--- src/rtl/operand_fetch.sv ---
// operand_fetch: captures rs1/rs2 operands into a one-entry hold register and
// blocks RAW/WAW hazards with a scoreboard. Optional bypass: OPERAND_FETCH_BYPASS_EN.
module operand_fetch #(
  parameter int XLEN = 64,
  parameter int RA_W = 5
) (
  input  logic            clk,
  input  logic            rst_n,
  input  logic            in_valid,
  output logic            in_ready,
  input  logic [RA_W-1:0] in_rs1_addr,
  input  logic [RA_W-1:0] in_rs2_addr,
  input  logic [RA_W-1:0] in_rd_addr,
  input  logic            in_rd_en,
  input  logic [XLEN-1:0] in_pc,
  output logic [RA_W-1:0] rf_rs1_addr,
  output logic [RA_W-1:0] rf_rs2_addr,
  input  logic [XLEN-1:0] rf_rs1_data,
  input  logic [XLEN-1:0] rf_rs2_data,
  input  logic            wb_valid,
  input  logic [RA_W-1:0] wb_rd_addr,
  input  logic [XLEN-1:0] wb_rd_data,
  input  logic            flush,
  output logic            out_valid,
  input  logic            out_ready,
  output logic [XLEN-1:0] out_rs1_data,
  output logic [XLEN-1:0] out_rs2_data,
  output logic [RA_W-1:0] out_rd_addr,
  output logic            out_rd_en,
  output logic [XLEN-1:0] out_pc,
  output logic [31:0]     sb_pending
);

  // Handshakes: a transfer happens on a rising edge where valid && ready are both
  // high; valid never depends on ready, and in_ready never looks at in_valid.

  logic            r_valid;
  logic [XLEN-1:0] r_rs1_data;
  logic [XLEN-1:0] r_rs2_data;
  logic [RA_W-1:0] r_rd_addr;
  logic            r_rd_en;
  logic [XLEN-1:0] r_pc;
  logic [31:0]     r_sb;

  logic            w_wb_live;
  logic            w_byp1;
  logic            w_byp2;
  logic            w_held_wr1;
  logic            w_held_wr2;
  logic            w_rs1_haz;
  logic            w_rs2_haz;
  logic            w_waw_haz;
  logic            w_ready;
  logic            w_accept;
  logic            w_issue;
  logic [XLEN-1:0] w_op1;
  logic [XLEN-1:0] w_op2;
  logic [31:0]     w_sb_next;

  assign rf_rs1_addr = in_rs1_addr;
  assign rf_rs2_addr = in_rs2_addr;

  assign w_wb_live = wb_valid && (wb_rd_addr != '0);

`ifdef OPERAND_FETCH_BYPASS_EN
  assign w_byp1 = w_wb_live && (wb_rd_addr == in_rs1_addr);
  assign w_byp2 = w_wb_live && (wb_rd_addr == in_rs2_addr);
`else
  logic w_unused_wb_data;
  assign w_unused_wb_data = ^wb_rd_data;
  assign w_byp1 = 1'b0;
  assign w_byp2 = 1'b0;
`endif

  // The held instruction has not set its scoreboard bit yet, so match it directly.
  assign w_held_wr1 = r_valid && r_rd_en && (r_rd_addr == in_rs1_addr);
  assign w_held_wr2 = r_valid && r_rd_en && (r_rd_addr == in_rs2_addr);

  assign w_rs1_haz = (in_rs1_addr != '0) &&
                     ((r_sb[in_rs1_addr] && !w_byp1) || w_held_wr1);
  assign w_rs2_haz = (in_rs2_addr != '0) &&
                     ((r_sb[in_rs2_addr] && !w_byp2) || w_held_wr2);
  assign w_waw_haz = in_rd_en && (in_rd_addr != '0) &&
                     (r_sb[in_rd_addr] ||
                      (r_valid && r_rd_en && (r_rd_addr == in_rd_addr)));

  assign w_ready  = (!r_valid || out_ready) && !w_rs1_haz && !w_rs2_haz &&
                    !w_waw_haz && !flush;
  assign w_accept = in_valid && w_ready;
  // A flushed instruction is killed, so it never reaches execute or the scoreboard.
  assign w_issue  = r_valid && out_ready && !flush;

  always_comb begin
    w_op1 = rf_rs1_data;
    if (in_rs1_addr == '0)  w_op1 = '0;
`ifdef OPERAND_FETCH_BYPASS_EN
    else if (w_byp1)        w_op1 = wb_rd_data;
`endif
    else                    w_op1 = rf_rs1_data;
  end

  always_comb begin
    w_op2 = rf_rs2_data;
    if (in_rs2_addr == '0)  w_op2 = '0;
`ifdef OPERAND_FETCH_BYPASS_EN
    else if (w_byp2)        w_op2 = wb_rd_data;
`endif
    else                    w_op2 = rf_rs2_data;
  end

  // Set is applied after clear so the newer instruction's claim survives a collision.
  always_comb begin
    w_sb_next = r_sb;
    if (w_wb_live) w_sb_next[wb_rd_addr] = 1'b0;
    if (w_issue && r_rd_en && (r_rd_addr != '0)) w_sb_next[r_rd_addr] = 1'b1;
    w_sb_next[0] = 1'b0;
  end

  always_ff @(posedge clk or negedge rst_n) begin
    if (!rst_n) begin
      r_valid    <= 1'b0;
      r_rs1_data <= '0;
      r_rs2_data <= '0;
      r_rd_addr  <= '0;
      r_rd_en    <= 1'b0;
      r_pc       <= '0;
      r_sb       <= '0;
    end else begin
      if (flush)         r_valid <= 1'b0;
      else if (w_accept) r_valid <= 1'b1;
      else if (w_issue)  r_valid <= 1'b0;
      if (w_accept) begin
        r_rs1_data <= w_op1;
        r_rs2_data <= w_op2;
        r_rd_addr  <= in_rd_addr;
        r_rd_en    <= in_rd_en;
        r_pc       <= in_pc;
      end
      r_sb <= w_sb_next;
    end
  end

  assign in_ready     = w_ready;
  assign out_valid    = r_valid;
  assign out_rs1_data = r_rs1_data;
  assign out_rs2_data = r_rs2_data;
  assign out_rd_addr  = r_rd_addr;
  assign out_rd_en    = r_rd_en;
  assign out_pc       = r_pc;
  assign sb_pending   = r_sb;

endmodule

--- config.mk ---
export PLATFORM = sky130hd
export DESIGN_NAME = operand_fetch
export DESIGN_NICKNAME = d
export VERILOG_FILES = /design/src/rtl/operand_fetch.sv
export SDC_FILE = /design/constraint.sdc
export NUM_CORES = 1
export LEC_CHECK = 0
export ABC_AREA = 1
export CELL_PAD_IN_SITES_DETAIL_PLACEMENT = 1
export CELL_PAD_IN_SITES_GLOBAL_PLACEMENT = 1
export CORE_MARGIN = 3
export CORE_UTILIZATION = 29
export DETAILED_ROUTE_END_ITERATION = 10
export GPL_TIMING_DRIVEN = 0
export HOLD_SLACK_MARGIN = 0.03
export PLACE_DENSITY = 0.81
export SLEW_MARGIN = 15
export SYNTH_ARGS = -nofsm -noshare
export SYNTH_HDL_FRONTEND = slang
export SYNTH_SLANG_ARGS = --single-unit
export TNS_END_PERCENT = 5
--- constraint.sdc ---
create_clock -name clk -period 4.1 [get_ports clk]
set_input_delay 1.23 -clock clk [delete_from_list [all_inputs] [get_ports clk]]
set_output_delay 1.23 -clock clk [all_outputs]
set_load 0.01 [all_outputs]
# Yosys cells after proc, flatten, opt, wreduce, memory -nomap -nowiden

Cells that the tools add are included.

Flip-flop bits (word level): 230
Latch bits: 0
Bits in writable memories: 0
Bits in read-only memories: 0
Input port bits: 283
Output and inout port bits: 242
Logic and storage cells: 74
Memories kept: 0

$add $sub $neg: 0
$mul: 0
Divide/modulo/power cells: 0
$lt $le $gt $ge: 7
Eq/ne operators: 3
Shift operators: 0
Muxes and demuxes: 17
Bitwise logic cells: 3
Reduce and logical (&&, ||, !) cells: 37

Operators with widths:

| cell               | number |
|---|---|
| $mux 64            | 2 |
| $mux 32            | 2 |
| $and 32x32->32     | 1 |
| $not 32->32        | 1 |
| $or 32x32->32      | 1 |
| $lt 5x6->1 const B | 5 |
| $reduce_bool 5->1  | 5 |
| $logic_and 1x1->1  | 20 |
| $bmux 1 s5         | 3 |
| $eq 5x5->1         | 3 |
| $demux 1 s5        | 2 |
| $ge 5x1->1 const B | 2 |
| $logic_not 5->1    | 2 |
| $mux 1             | 8 |
| $logic_not 1->1    | 5 |
| $logic_or 1x1->1   | 4 |
| $reduce_bool 3->1  | 1 |

# Longest topological paths before layout

Depth in word-level cells: 12
Depth in mapped cells: 18
Gate-level depth less buffers: 14

# Worst setup path after synthesis

OpenSTA, ideal clock, no wires.

Path kind: input to output
From: in in_rd_addr[0]
To: out in_ready
Data arrival time: 2508 ps
Required time: 2870 ps
Setup slack: 362 ps
Cell stages on the path: 15
Buffers on the path: 4
Path through: buf_4 clkinv_4 buf_6 nand2_1 nand3_1 nand2_1 nand2_1 nand3_1 nand3_1 nand3_1 nand2_1 nand2_1 nor2_2 buf_6 buf_2

Cells in the longest elaborated chain, start to end: 7
Elaborated cells between the ends (all ways): 11
Classes of those cells: eq/ne: 1; mux: 2; reduce/logical: 8

Ends and longest elaborated chain:

| item                                                                     | line   | source |
|---|---|---|
| start, declared                                                          | 13     | `input logic [RA_W-1:0] in_rd_addr,` |
| $bmux 1 s5 / $eq 5x5->1 (equally long branches)                          | 84, 85 |  |
| $mux 1 (not written as such) / $logic_and 1x1->1 (equally long branches) | 84, 85 |  |
| $logic_or 1x1->1                                                         | 84     | `(r_sb[in_rd_addr] \|\|` |
| $logic_and 1x1->1 *                                                      | 83     | `assign w_waw_haz = in_rd_en && (in_rd_addr != '0) &&` |
| $logic_not 1->1 *                                                        | 88     | `!w_waw_haz && !flush;` |
| $logic_and 1x1->1 *                                                      | 87     | `assign w_ready = (!r_valid \|\| out_ready) && !w_rs1_haz && !w_rs2_haz &&` |
| $logic_and 1x1->1 *                                                      | 88     |  |
| end, declared                                                            | 10     | `output logic in_ready,` |

Every way passes the cells marked *; elsewhere a longest branch is shown, timed or not. The select of a mux whose other input is x is not followed.

# Final worst setup path

From: in in_rs2_addr[1]
To: out in_ready

Cells in the longest elaborated chain, start to end: 8
Elaborated cells between the ends (all ways): 11
Classes of those cells: eq/ne: 1; mux: 2; reduce/logical: 8

Ends and longest elaborated chain:

| item                                                                     | line   | source |
|---|---|---|
| start, declared                                                          | 12     | `input logic [RA_W-1:0] in_rs2_addr,` |
| $bmux 1 s5 / $eq 5x5->1 (equally long branches)                          | 82, 77 |  |
| $mux 1 (not written as such) / $logic_and 1x1->1 (equally long branches) | 82, 77 |  |
| $logic_or 1x1->1                                                         | 82     | `((r_sb[in_rs2_addr] && !w_byp2) \|\| w_held_wr2);` |
| $logic_and 1x1->1 *                                                      | 81     | `assign w_rs2_haz = (in_rs2_addr != '0) &&` |
| $logic_not 1->1 *                                                        | 87     |  |
| $logic_and 1x1->1 * (2 in series)                                        | 87     |  |
| $logic_and 1x1->1 *                                                      | 88     |  |

Marks and branches as above.

==> flow_metrics.tcl <==
set metrics [dict create \
    status "completed" \
    synth_area_leader_cell "dfrtp_1" \
    cts_buffers 27 \
    grtUsageTotal_pct 23.10 \
    startpoint_type "primary input" \
    vdd.ir_drop.worst_mv 0.3086 \
    finalPower_mw 8.788 \
    synthMuxAreaShare_pct 0 \
    ys_seq_area_share_pct 49.83 \
    clk_pin_slew_ps 60 \
    synth.cell_area_um2 11550 \
    yosysUniqueCellTypes 24 \
    critPathMaxStageDelay_ps 220 \
    drc 0 \
    cp_top_family "simple AND/OR/NAND/NOR gates" \
    hpwl_um 38850 \
    crit_fanout 9 \
    hold_path.class "flip-flop to flip-flop" \
    synth_nets 1858 \
    grt_max_degree 101 \
    powerDensity_nw_per_um2 494.1 \
    whs_ps 466.8 \
    final_util_pct 45.59 \
    synth_compound_area_share_pct 3.845 \
    min_period_over_period_pct 97.16 \
    max_freq_ghz 0.2510 \
    synth-seq-cells 230 \
    synthAdderAreaFrac_pct 0 \
    cts_tree "done" \
    crit_type "primary input to output port" \
    portBuffers 451 \
    cts_root_buf "clkbuf_16" \
    antenna_found_initial 4 \
    nNetsFinal 2347 \
    vias 12460 \
    wl_per_cell_um 19.35 \
    floorplan.initialDensity_pct 29.61 \
    postLayoutCellArea_um2 17780 \
    placed_cells 2546 \
    synth_xor_area_share_pct 0 \
    required_ps 2870 \
    drive_above_1_share_pct 6.433 \
    place_area_um2 16770 \
    die_w_um 205.6 \
    critPathSlowestCell "clkinvlp_4" \
    grt_pass1_vias 13280 \
    core_um2 39010 \
    skew_ps 27.21 \
    max_cap_viol_count 0 \
    clock_sinks 230 \
    drtAntennaViolNets 0 \
    critPathBufInv 4 \
    area_delta_synth_final_pct 53.95 \
    critPathCaptureType "output port" \
    crit_chain "buf_4, clkinvlp_4, o211ai_1, nand3_1, nand3_1, nand2_1, nand2_1, nand3_1, nand2_1, nand2_2, nor2_4, buf_12, buf_4" \
    ys_warn_count 0 \
    insertion_delay_ps 570 \
    drv_slew 0 \
    fin_setup_tns_ps 0 \
    dieArea_um2 42260 \
    arrival_ps 2750 \
    synth_top_area_share_pct 49.83 \
    pre_cts_slack_ps -1223 \
    wl_um 50340 \
    grt_first_pass_wirelength_um 76190 \
    synth_cells 1575 \
    synth_top_family_by_area "simple AND/OR/NAND/NOR gates" \
    slew-limit-headroom_pct 41.88 \
    hold_viol 0 \
    synth.area.top_cells "dfrtp_1, nand2_1, nand3_1" \
    drt_iter0_drc 603 \
    setup_viol 0 \
    worstMarginPinSlew_ps 871.7 \
    syn_area_per_cell_um2 7.334 \
    leakage_nw 9.237 \
    gp_congestion 0.9113 \
    ctsHoldBuffers 0 \
    yosys.area_share.simple_pct 34.80 \
    die_h_um 205.6 \
    fin_crit_ps 3984 \
    rows 72 \
    worst_slack_ps 116.5 \
    viasPerCell 4.787 \
    io_pins 525 \
    rsz0062_at_grt "false" \
    fin_cells 2602 \
    dr.pass1.iters 5 \
    cts_htree_levels 1 \
    clk_path_buf_depth 3 \
    overflow 0 \
]
==> flip-flops by register name, summed over array words and instances (netlist names) <==
| register | cells |
|---|---|
| out_pc | 64 |
| out_rs1_data | 64 |
| out_rs2_data | 64 |
| out_valid | 1 |
| out_rd_addr | 5 |
| out_rd_en | 1 |
| sb_pending | 31 |
==> report_power, final <==
group | internal [mW] | switching, mW | leakage (nW)
combinational | 1.59 | 1.54 | 5.88
sequential | 2.87 | 0.381 | 2.92
clock | 1.40 | 1.00 | 0.432
total | 5.86 | 2.93 | 9.24
==> placed cells by master, fill, tap and decap left out, types with 3 or more instances in the layout <==
cell type and instances:
clkbuf_16 27, o22ai_1 10, dlygate4sd2_1 4, nand3_1 301, buf_4 28, o21ai_0 65, nand4_1 4, buf_2 26
dfrtp_1 230, nor3_1 4, buf_6 16, nand2_1 646, buf_1 9, nor2_1 6, clkdlybuf4s50_1 441, inv_1 177
clkbuf_4 3, clkbuf_1 39, clkinvlp_4 4, clkbuf_8 10, buf_8 3, a21oi_1 7
==> worst paths after layout <==
kind	slack [ps]	to	start	depth (start not counted)
worst min-delay path	470	out_pc[41]	out_pc[41]	2
max in group asynchronous	2650	sb_pending[22]	rst_n	2
worst max-delay path	120	in_ready	in_rs2_addr[1]	13
worst min register to register	470	out_pc[41]	out_pc[41]	2
min in group asynchronous	570	out_pc[3]	rst_n	1
worst max register to register	1370	out_valid	out_rd_addr[2]	14
==> timing repair <==
item / 4_1_cts / 5_1_grt
cloned: 1 / 0
setup buffers: 4 / 5
setup endpoints to repair: 1 / 1
endpoints found under the hold margin: 0 / 0
gates resized for setup: 29 / 23
pin swaps: 1 / 1
==> tightest hold or removal path, delay by kind of cell, from the launching register on <==
kind	cells	cell delay, ps
DFF	1	340
and+or+nand+nor	2	90
==> per-layer routing <==
layer / GRT usage [%] / vias to the layer above / wire, um
li1: - / 5876 / -
met1: 26.76 / 6043 / 19240
met2: 40.33 / 418 / 25100
met3: 6.755 / 112 / 3921
met4: 8.689 / 6 / 2037
met5: 0 / - / 41
==> area by class of cell <==
class / instances / area (um2)
fill: 4821 / 21220
sequential: 230 / 5756
timing repair buffer: 463 / 4634
multi-input combinational: 1051 / 4481
clock buffer: 45 / 843.3
inverter: 186 / 728.2
buffer: 105 / 660.6
tap: 518 / 648.1
clock inverter: 3 / 30.03
antenna: 1 / 2.502
==> Yosys cell counts <==
| cell type | count |
|---|---|
| clkinv_4 | 1 |
| clkbuf_1 | 32 |
| nor2_1 | 6 |
| nand2_1 | 647 |
| clkinv_1 | 1 |
| inv_4 | 1 |
| buf_4 | 18 |
| dfrtp_1 | 230 |
| buf_1 | 9 |
| o211ai_1 | 2 |
| o21ai_0 | 65 |
| nand2_2 | 1 |
| a21oi_1 | 7 |
| o22ai_1 | 10 |
| nor2_2 | 1 |
| inv_2 | 1 |
| conb_1 | 1 |
| nand3_1 | 302 |
| inv_1 | 182 |
| buf_2 | 35 |
| buf_6 | 14 |
| nand4_1 | 4 |
| a31oi_1 | 1 |
| nor3_1 | 4 |
==> kinds of logic after synthesis <==
family	after synthesis
buffers and inverters	294
other	1
flip-flops	230
AO/OA/AOI/OAI	85
AND/OR/NAND/NOR	965
Power figures use the tool's default switching activity.
